--- src/rtl/fx_pkg.sv ---
// fx_pkg: quantisation/overflow mode constants and saturation limit helper
package fx_pkg;

    localparam int QUAN_TRUNC   = 0;
    localparam int QUAN_HALF_UP = 1;
    localparam int QUAN_CONV    = 2;
    localparam int OVF_WRAP     = 0;
    localparam int OVF_SAT      = 1;

    // Bit pattern of the largest or smallest representable value of a w-bit word.
    function automatic logic [63:0] fx_limit(input int w, input bit sgn, input bit want_max);
        logic [63:0] one;
        one = 64'd1;
        if (sgn)
            return want_max ? (one << (w - 1)) - one : one << (w - 1);
        return want_max ? (one << w) - one : 64'd0;
    endfunction

endpackage

--- src/rtl/fx_delay_line.sv ---
// fx_delay_line: valid-gated register delay line; each stage loads only when its valid input is set.
module fx_delay_line #(
    parameter int W     = 1,
    parameter int DEPTH = 1
) (
    input  logic         clk,
    input  logic         rst,
    input  logic         i_valid,
    input  logic [W-1:0] i_data,
    output logic         o_valid,
    output logic [W-1:0] o_data
);

    if (DEPTH == 0) begin : g_pass
        logic unused_clk_rst;
        assign unused_clk_rst = clk ^ rst;
        assign o_valid = i_valid;
        assign o_data  = i_data;
    end else begin : g_dly
        logic [DEPTH-1:0] v_q, v_d, v_in;
        logic [W-1:0]     d_q  [DEPTH];
        logic [W-1:0]     d_d  [DEPTH];
        logic [W-1:0]     d_in [DEPTH];
        assign v_in[0] = i_valid;
        assign d_in[0] = i_data;
        for (genvar j = 1; j < DEPTH; j++) begin : g_link
            assign v_in[j] = v_q[j-1];
            assign d_in[j] = d_q[j-1];
        end
        always_comb begin
            v_d = v_in;
            for (int k = 0; k < DEPTH; k++)
                d_d[k] = v_in[k] ? d_in[k] : d_q[k];
        end
        always_ff @(posedge clk) begin
            if (rst) begin
                v_q <= '0;
                d_q <= '{default: '0};
            end else begin
                v_q <= v_d;
                d_q <= d_d;
            end
        end
        assign o_valid = v_q[DEPTH-1];
        assign o_data  = d_q[DEPTH-1];
    end

endmodule

--- src/rtl/fx_format_convert.sv ---
// fx_format_convert: fixed-point Q-format converter with selectable rounding and overflow handling,
// a valid-qualified register pipeline and a saturating overflow counter.
module fx_format_convert
    import fx_pkg::*;
#(
    parameter int IW        = 16,
    parameter int IF        = 8,
    parameter int OW        = 12,
    parameter int OF        = 10,
    parameter int SIGNED    = 1,
    parameter int QUAN_MODE = 0,
    parameter int OVF_MODE  = 0,
    parameter int LATENCY   = 1,
    parameter int CNT_W     = 16
) (
    input  logic             clk,
    input  logic             rst,
    input  logic             i_valid,
    input  logic [IW-1:0]    i_data,
    input  logic             i_cnt_clr,
    output logic             o_valid,
    output logic [OW-1:0]    o_data,
    output logic             o_ovf,
    output logic [CNT_W-1:0] o_ovf_cnt
);

    localparam int SH  = (OF >= IF) ? OF - IF : 0;
    localparam int D   = (IF > OF) ? IF - OF : 0;
    localparam int EW0 = IW + SH + 1;
    // Working width keeps the rounding carry and always has at least one bit above the output MSB.
    localparam int EW  = (EW0 > OW + 1) ? EW0 : OW + 1;
    localparam logic [OW-1:0]    SAT_MAX = OW'(fx_limit(OW, SIGNED != 0, 1'b1));
    localparam logic [OW-1:0]    SAT_MIN = OW'(fx_limit(OW, SIGNED != 0, 1'b0));
    localparam logic [CNT_W-1:0] CNT_MAX = '1;

    logic [EW-1:0] ext, val;
    logic          ovf;
    logic [OW-1:0] q_data;

    assign ext = (SIGNED != 0) ? {{(EW-IW){i_data[IW-1]}}, i_data} : {{(EW-IW){1'b0}}, i_data};

    if (D == 0) begin : g_align
        assign val = ext << SH;
    end else begin : g_round
        localparam logic [EW-1:0] HALF = EW'(1) << (D - 1);
        logic          tie;
        logic [EW-1:0] sum;
        // Convergent mode skips the half-LSB add on an exact tie whose floor is already even.
        always_comb begin
            tie = i_data[D-1:0] == HALF[D-1:0];
            sum = ext + ((QUAN_MODE == QUAN_TRUNC || (QUAN_MODE == QUAN_CONV && tie && !ext[D])) ? '0 : HALF);
            val = (SIGNED != 0) ? EW'($signed(sum) >>> D) : sum >> D;
        end
    end

    always_comb begin
        ovf = (SIGNED != 0) ? !((&val[EW-1:OW-1]) || !(|val[EW-1:OW-1])) : |val[EW-1:OW];
        q_data = (!ovf || OVF_MODE == OVF_WRAP) ? val[OW-1:0]
               : (SIGNED != 0 && val[EW-1]) ? SAT_MIN : SAT_MAX;
    end

    logic          v1_q, v1_d, f1_q, f1_d;
    logic [OW-1:0] d1_q, d1_d;
    logic [CNT_W-1:0] cnt_q, cnt_d;

    always_comb begin
        v1_d  = i_valid;
        d1_d  = i_valid ? q_data : d1_q;
        f1_d  = i_valid ? ovf : f1_q;
        cnt_d = i_cnt_clr ? '0 : (o_valid && o_ovf && cnt_q != CNT_MAX) ? cnt_q + CNT_W'(1) : cnt_q;
    end

    always_ff @(posedge clk) begin
        if (rst) begin
            v1_q  <= 1'b0;
            d1_q  <= '0;
            f1_q  <= 1'b0;
            cnt_q <= '0;
        end else begin
            v1_q  <= v1_d;
            d1_q  <= d1_d;
            f1_q  <= f1_d;
            cnt_q <= cnt_d;
        end
    end

    fx_delay_line #(.W(OW + 1), .DEPTH(LATENCY - 1)) u_dly (
        .clk     (clk),
        .rst     (rst),
        .i_valid (v1_q),
        .i_data  ({f1_q, d1_q}),
        .o_valid (o_valid),
        .o_data  ({o_ovf, o_data})
    );

    assign o_ovf_cnt = cnt_q;

endmodule

--- config.mk ---
export PLATFORM = sky130hd
export DESIGN_NAME = fx_format_convert
export DESIGN_NICKNAME = d
export VERILOG_FILES = /design/src/rtl/fx_pkg.sv /design/src/rtl/fx_delay_line.sv /design/src/rtl/fx_format_convert.sv
export SDC_FILE = /design/constraint.sdc
export NUM_CORES = 1
export LEC_CHECK = 0
export ABC_AREA = 1
export CORE_MARGIN = 1
export CORE_UTILIZATION = 35
export CTS_CLUSTER_SIZE = 10
export DETAILED_ROUTE_END_ITERATION = 8
export GPL_TIMING_DRIVEN = 0
export PLACE_DENSITY = 0.66
export SYNTH_ARGS = -nofsm -noshare
export SYNTH_HDL_FRONTEND = slang
export SYNTH_SLANG_ARGS = --single-unit
export TNS_END_PERCENT = 20
--- constraint.sdc ---
create_clock -name clk -period 1.8 [get_ports clk]
set_clock_uncertainty 0.15 [all_clocks]
set_input_delay 0.18 -clock clk [delete_from_list [all_inputs] [get_ports clk]]
set_output_delay 0.18 -clock clk [all_outputs]
set_load 0.005 [all_outputs]
# Word level (Yosys, flattened, before mapping)
# Cells that the tools add are included.
# totals
in_bits	20
out_inout_bits	30
regBits	28
# op_classes
n_reduce_logical	8
n_eq_ne	1
add_sub_neg	1
# ops
cell	n
adder 16 x 1 -> 16 bit, second input constant	1
!= test 16 bit, second input constant	1
AND reduction 7 bit	1
OR reduction 7 bit	1
logical AND 1 bit	2
logical NOT 1 bit	2
OR reduction 2 bit	1
logical OR 1 bit	1

# Longest topological paths before layout
# logic_depth
depth_word	4
ltp_mapped	8
ltp_nobuf	8

# Hierarchy
# A second synthesis with hierarchy kept.
# hier_totals
hier_cells	223
hier_area_um2	1516.5
# by_module_without_submodules
mod	instances	seq_area_each_um2	cells_each	area_each_um2
fx_format_convert	1	560.5	209	1411.4
fx_delay_line	1	0.0	14	105.1

# Worst setup path after synthesis
# OpenSTA, ideal clock, no wires.
# synth_path
path_type	register to register
startpoint	register cnt_q[0], in the netlist o_ovf_cnt[0]
endpoint	register cnt_q[14], in the netlist o_ovf_cnt[14]
path_stages_with_launch	8
required_ns	1.535
n_path_buf	1
path_slack_ns	0.343
setup_ns	0.115
arrival_ns	1.192
synth_period_minus_slack_ns	1.457
cell_sequence	dfxtp_1 > ha_1 > inv_1 > nor2_1 > nand4_2 > buf_2 > a21oi_1 > nor2_1
# synth_between
elab_chain_len	2
# synth_lines
item	line_no	text
start: declaration	fx_format_convert.sv:64	logic [CNT_W-1:0] cnt_q, cnt_d;
start signal: assignment	fx_format_convert.sv:83	cnt_q <= cnt_d;
parallel branches: the longest is 2 deep, another holds adder 16 x 1 -> 16 bit	-	
# Several ways; the timed one is not identified.
# A chain may end at the register's enable or synchronous reset.

# Worst setup path in the final report
# Same ends and word-level chain as after synthesis.

==> flow_summary.yaml <==
status:
  status: "finished, final reports clean"
clock_tree:
  cts_root_buf: "clkbuf_8"
  cts_num_sinks: 28
  cts_buffer_depth: 2
  cts_tree: "yes"
  cts.clk_slew.worst_paths_ns: 0.10
  numCtsBuffers: 3
  clk_latency_ns: 0.29
  cts_setup_buffers: 0
  htree_num_levels: 1
global_route:
  grt_start_max_net_pins: 17
  grt_usage_pct: 17.93
  grt_remaining_overflow: 0
  grt_pass1_vias: 1332
  grt_pass1_wl_um: 5782
  antenna_found_initial: 0
finish:
  utilization_pct: 53.09
  layout_commonest_cell: "nor2_1"
  layout.filler_cells: 400
  multiInputGateArea_um2: 693.2
  area_delta_synth_final_pct: 45.04
  drive_gt1_share_pct: 5.469
  final_nets: 278
  final_cell_mix: "nor2_1, clkdlybuf4s50_1, nand2_1"
  antennaDiodeCount: 0
  instances_no_fill: 304
  regArea_um2: 560.5
power:
  p_comb_share_pct: 11.0
  peakVddDrop_mv: 0.5156
  power.leakage_nw: 0.7436
  internal_power_w: 0.001024
  swShare_pct: 21.31
  clock_power_share_pct: 39.3
  p_sw_w: 0.0002774
  power.density_nw_per_um2: 664.7
  pwr-share-seq_pct: 49.8
critical_path:
  critical_path.max_fanout: 8
  arrival_ns: 1.73
  worstSetupPathType: "flip-flop to flip-flop"
  start_kind: "flip-flop"
  cp-end-kind: "flip-flop"
  crit_required_ns: 1.88
timing:
  period_minus_slack_ns: 1.655
  setup_violations: 0
  holdWs_ns: 0.3235
  finalHoldViolCount: 0
  fin_crit_sh_pct: 91.93
  fmax_mhz: 604.3
  slew_viol_final: 0
detailed_routing:
  postRouteAntennaNets: 0
  via_count: 1473
  viasPerCell: 4.845
  drtPass1Iterations: 4
  drt_iter0_markers: 93
  totalWireLength_um: 3361
  drc: 0
  wl_per_cell_um: 11.06
placement:
  io_buffers: 47
  gp_congestion: 0.8314
  place_inst: 300
  hpwl_um: 2486
floorplanning:
  die-height_um: 64.11
  die_width_um: 64.11
  dieArea_um2: 4109
  ios: 50
  std_cell_rows: 22
  initial_core_util_pct: 36.60
  core-area_um2: 3689
synthesis:
  syn_inst: 204
  seq_area_frac_synth_pct: 41.52
  synth.cell_area_um2: 1350
  synth.avg_cell_area_um2: 6.618
  synth.distinct_cells: 20
  yosysWarnings: 0
  synth_seq_cells: 28
worst_hold_path:
  hp-class: "input pin to flip-flop"
flow_run:
  max_cap_violations: 0
==> through the flow <==
| stage | instance area, µm² | total power [W] | worst slack [ns] | TNS, ns |
|---|---|---|---|---|
| 2_1_floorplan | 1354 | 0.0007126 | 0.3427 | 0 |
| 3_3_place_gp | 1884 | 0.0008050 | -0.04708 | -0.4087 |
| 3_5_place_dp | 1884 | 0.0008055 | -0.07845 | -0.6886 |
| 4_1_cts | 1956 | 0.001312 | 0.1785 | 0 |
| 5_1_grt | 1958 | 0.001351 | -0.0006297 | -0.0006297 |
| 6_report | 1958 | 0.001302 | 0.1452 | 0 |
==> timing repair <==
item | 4_1_cts | 5_1_grt
endpoints found under the setup margin | 0 | 1
gates resized for setup | 0 | 1
hold buffers | 0 | 0
==> final cells by class <==
class | instances | share of cell area, %
plain buffers | 8 | 2.364
clock buffers | 3 | 2.109
clock inverters | 1 | 1.534
inverters | 15 | 2.875
multi-input cells | 154 | 35.40
flip-flops and latches | 28 | 28.63
well taps | 48 | 3.067
repair buffers | 47 | 24.03
==> power by group through the flow <==
stage / combinational (W) / sequential (W) / clock (W)
2_1_floorplan: 0.0000487 / 0.000664 / 0
3_3_place_gp: 0.000143 / 0.000662 / 0
3_5_place_dp: 0.000143 / 0.000662 / 0
4_1_cts: 0.000144 / 0.000648 / 0.000520
5_1_grt: 0.000160 / 0.000650 / 0.000541
6_report: 0.000143 / 0.000648 / 0.000511
==> critical path: stages (launching register included) <==
cell     delay [ns]
dfxtp_1        0.42
ha_1           0.17
inv_1          0.08
nor2_1         0.19
nand4_2        0.27
nand3_1        0.17
nand2_1        0.05
nor2_1         0.09
==> routing by layer <==
metal  up-vias  share of wire (%)  track usage [%]
met1       657                 46            21.62
met5         -                  0                0
met3         5                6.7            4.464
met4         0                1.4            6.944
li1        759                  -                -
met2        52                 46            30.45
==> final timing paths <==
path                              from                         end  slack (ns)  cells past startpoint
max          o_ovf_cnt[0]$_SDFFE_PP0P_  o_ovf_cnt[14]$_SDFFE_PP0P_        0.15                      7
min                          i_data[0]        d1_q[2]$_SDFFE_PP0P_        0.32                      3
max reg2reg  o_ovf_cnt[0]$_SDFFE_PP0P_  o_ovf_cnt[14]$_SDFFE_PP0P_        0.15                      7
min reg2reg       d1_q[8]$_SDFFE_PP0P_        d1_q[8]$_SDFFE_PP0P_        0.35                      2
==> cell usage after synthesis <==
library cell,n,area [µm²]
nor4_1,1,6.260
nor2_1,61,229.0
a21oi_1,14,70.07
dfxtp_1,28,560.5
buf_6,1,11.26
o21ai_0,12,60.06
conb_1,1,3.750
nand3_1,21,105.1
buf_4,2,15.01
nor3_1,1,5.000
nand4_2,2,25.02
nor2_4,2,22.52
o21ai_1,1,5.000
inv_1,15,56.30
nand2_1,33,123.9
clkbuf_1,4,15.01
ha_1,1,12.51
nand4_1,2,12.51
nand2_2,1,6.260
buf_2,1,5.000
==> state kept, by name, indices dropped and copies added, names as in the netlist <==
register,flops
d1_q,10
f1_q,1
o_ovf_cnt,16
v1_q,1
==> kinds of logic after synthesis <==
| group | after synthesis | share of synthesized area (%) |
|---|---|---|
| AO/OA/AOI/OAI | 27 | 10.01 |
| AND/OR/NAND/NOR | 124 | 39.67 |
| flip-flops | 28 | 41.52 |
| other | 1 | 0.2778 |
| adder cells (fa/ha/maj) | 1 | 0.9266 |
| buffers and inverters | 23 | 7.598 |
Note: power is estimated with default switching activity, not from simulation.
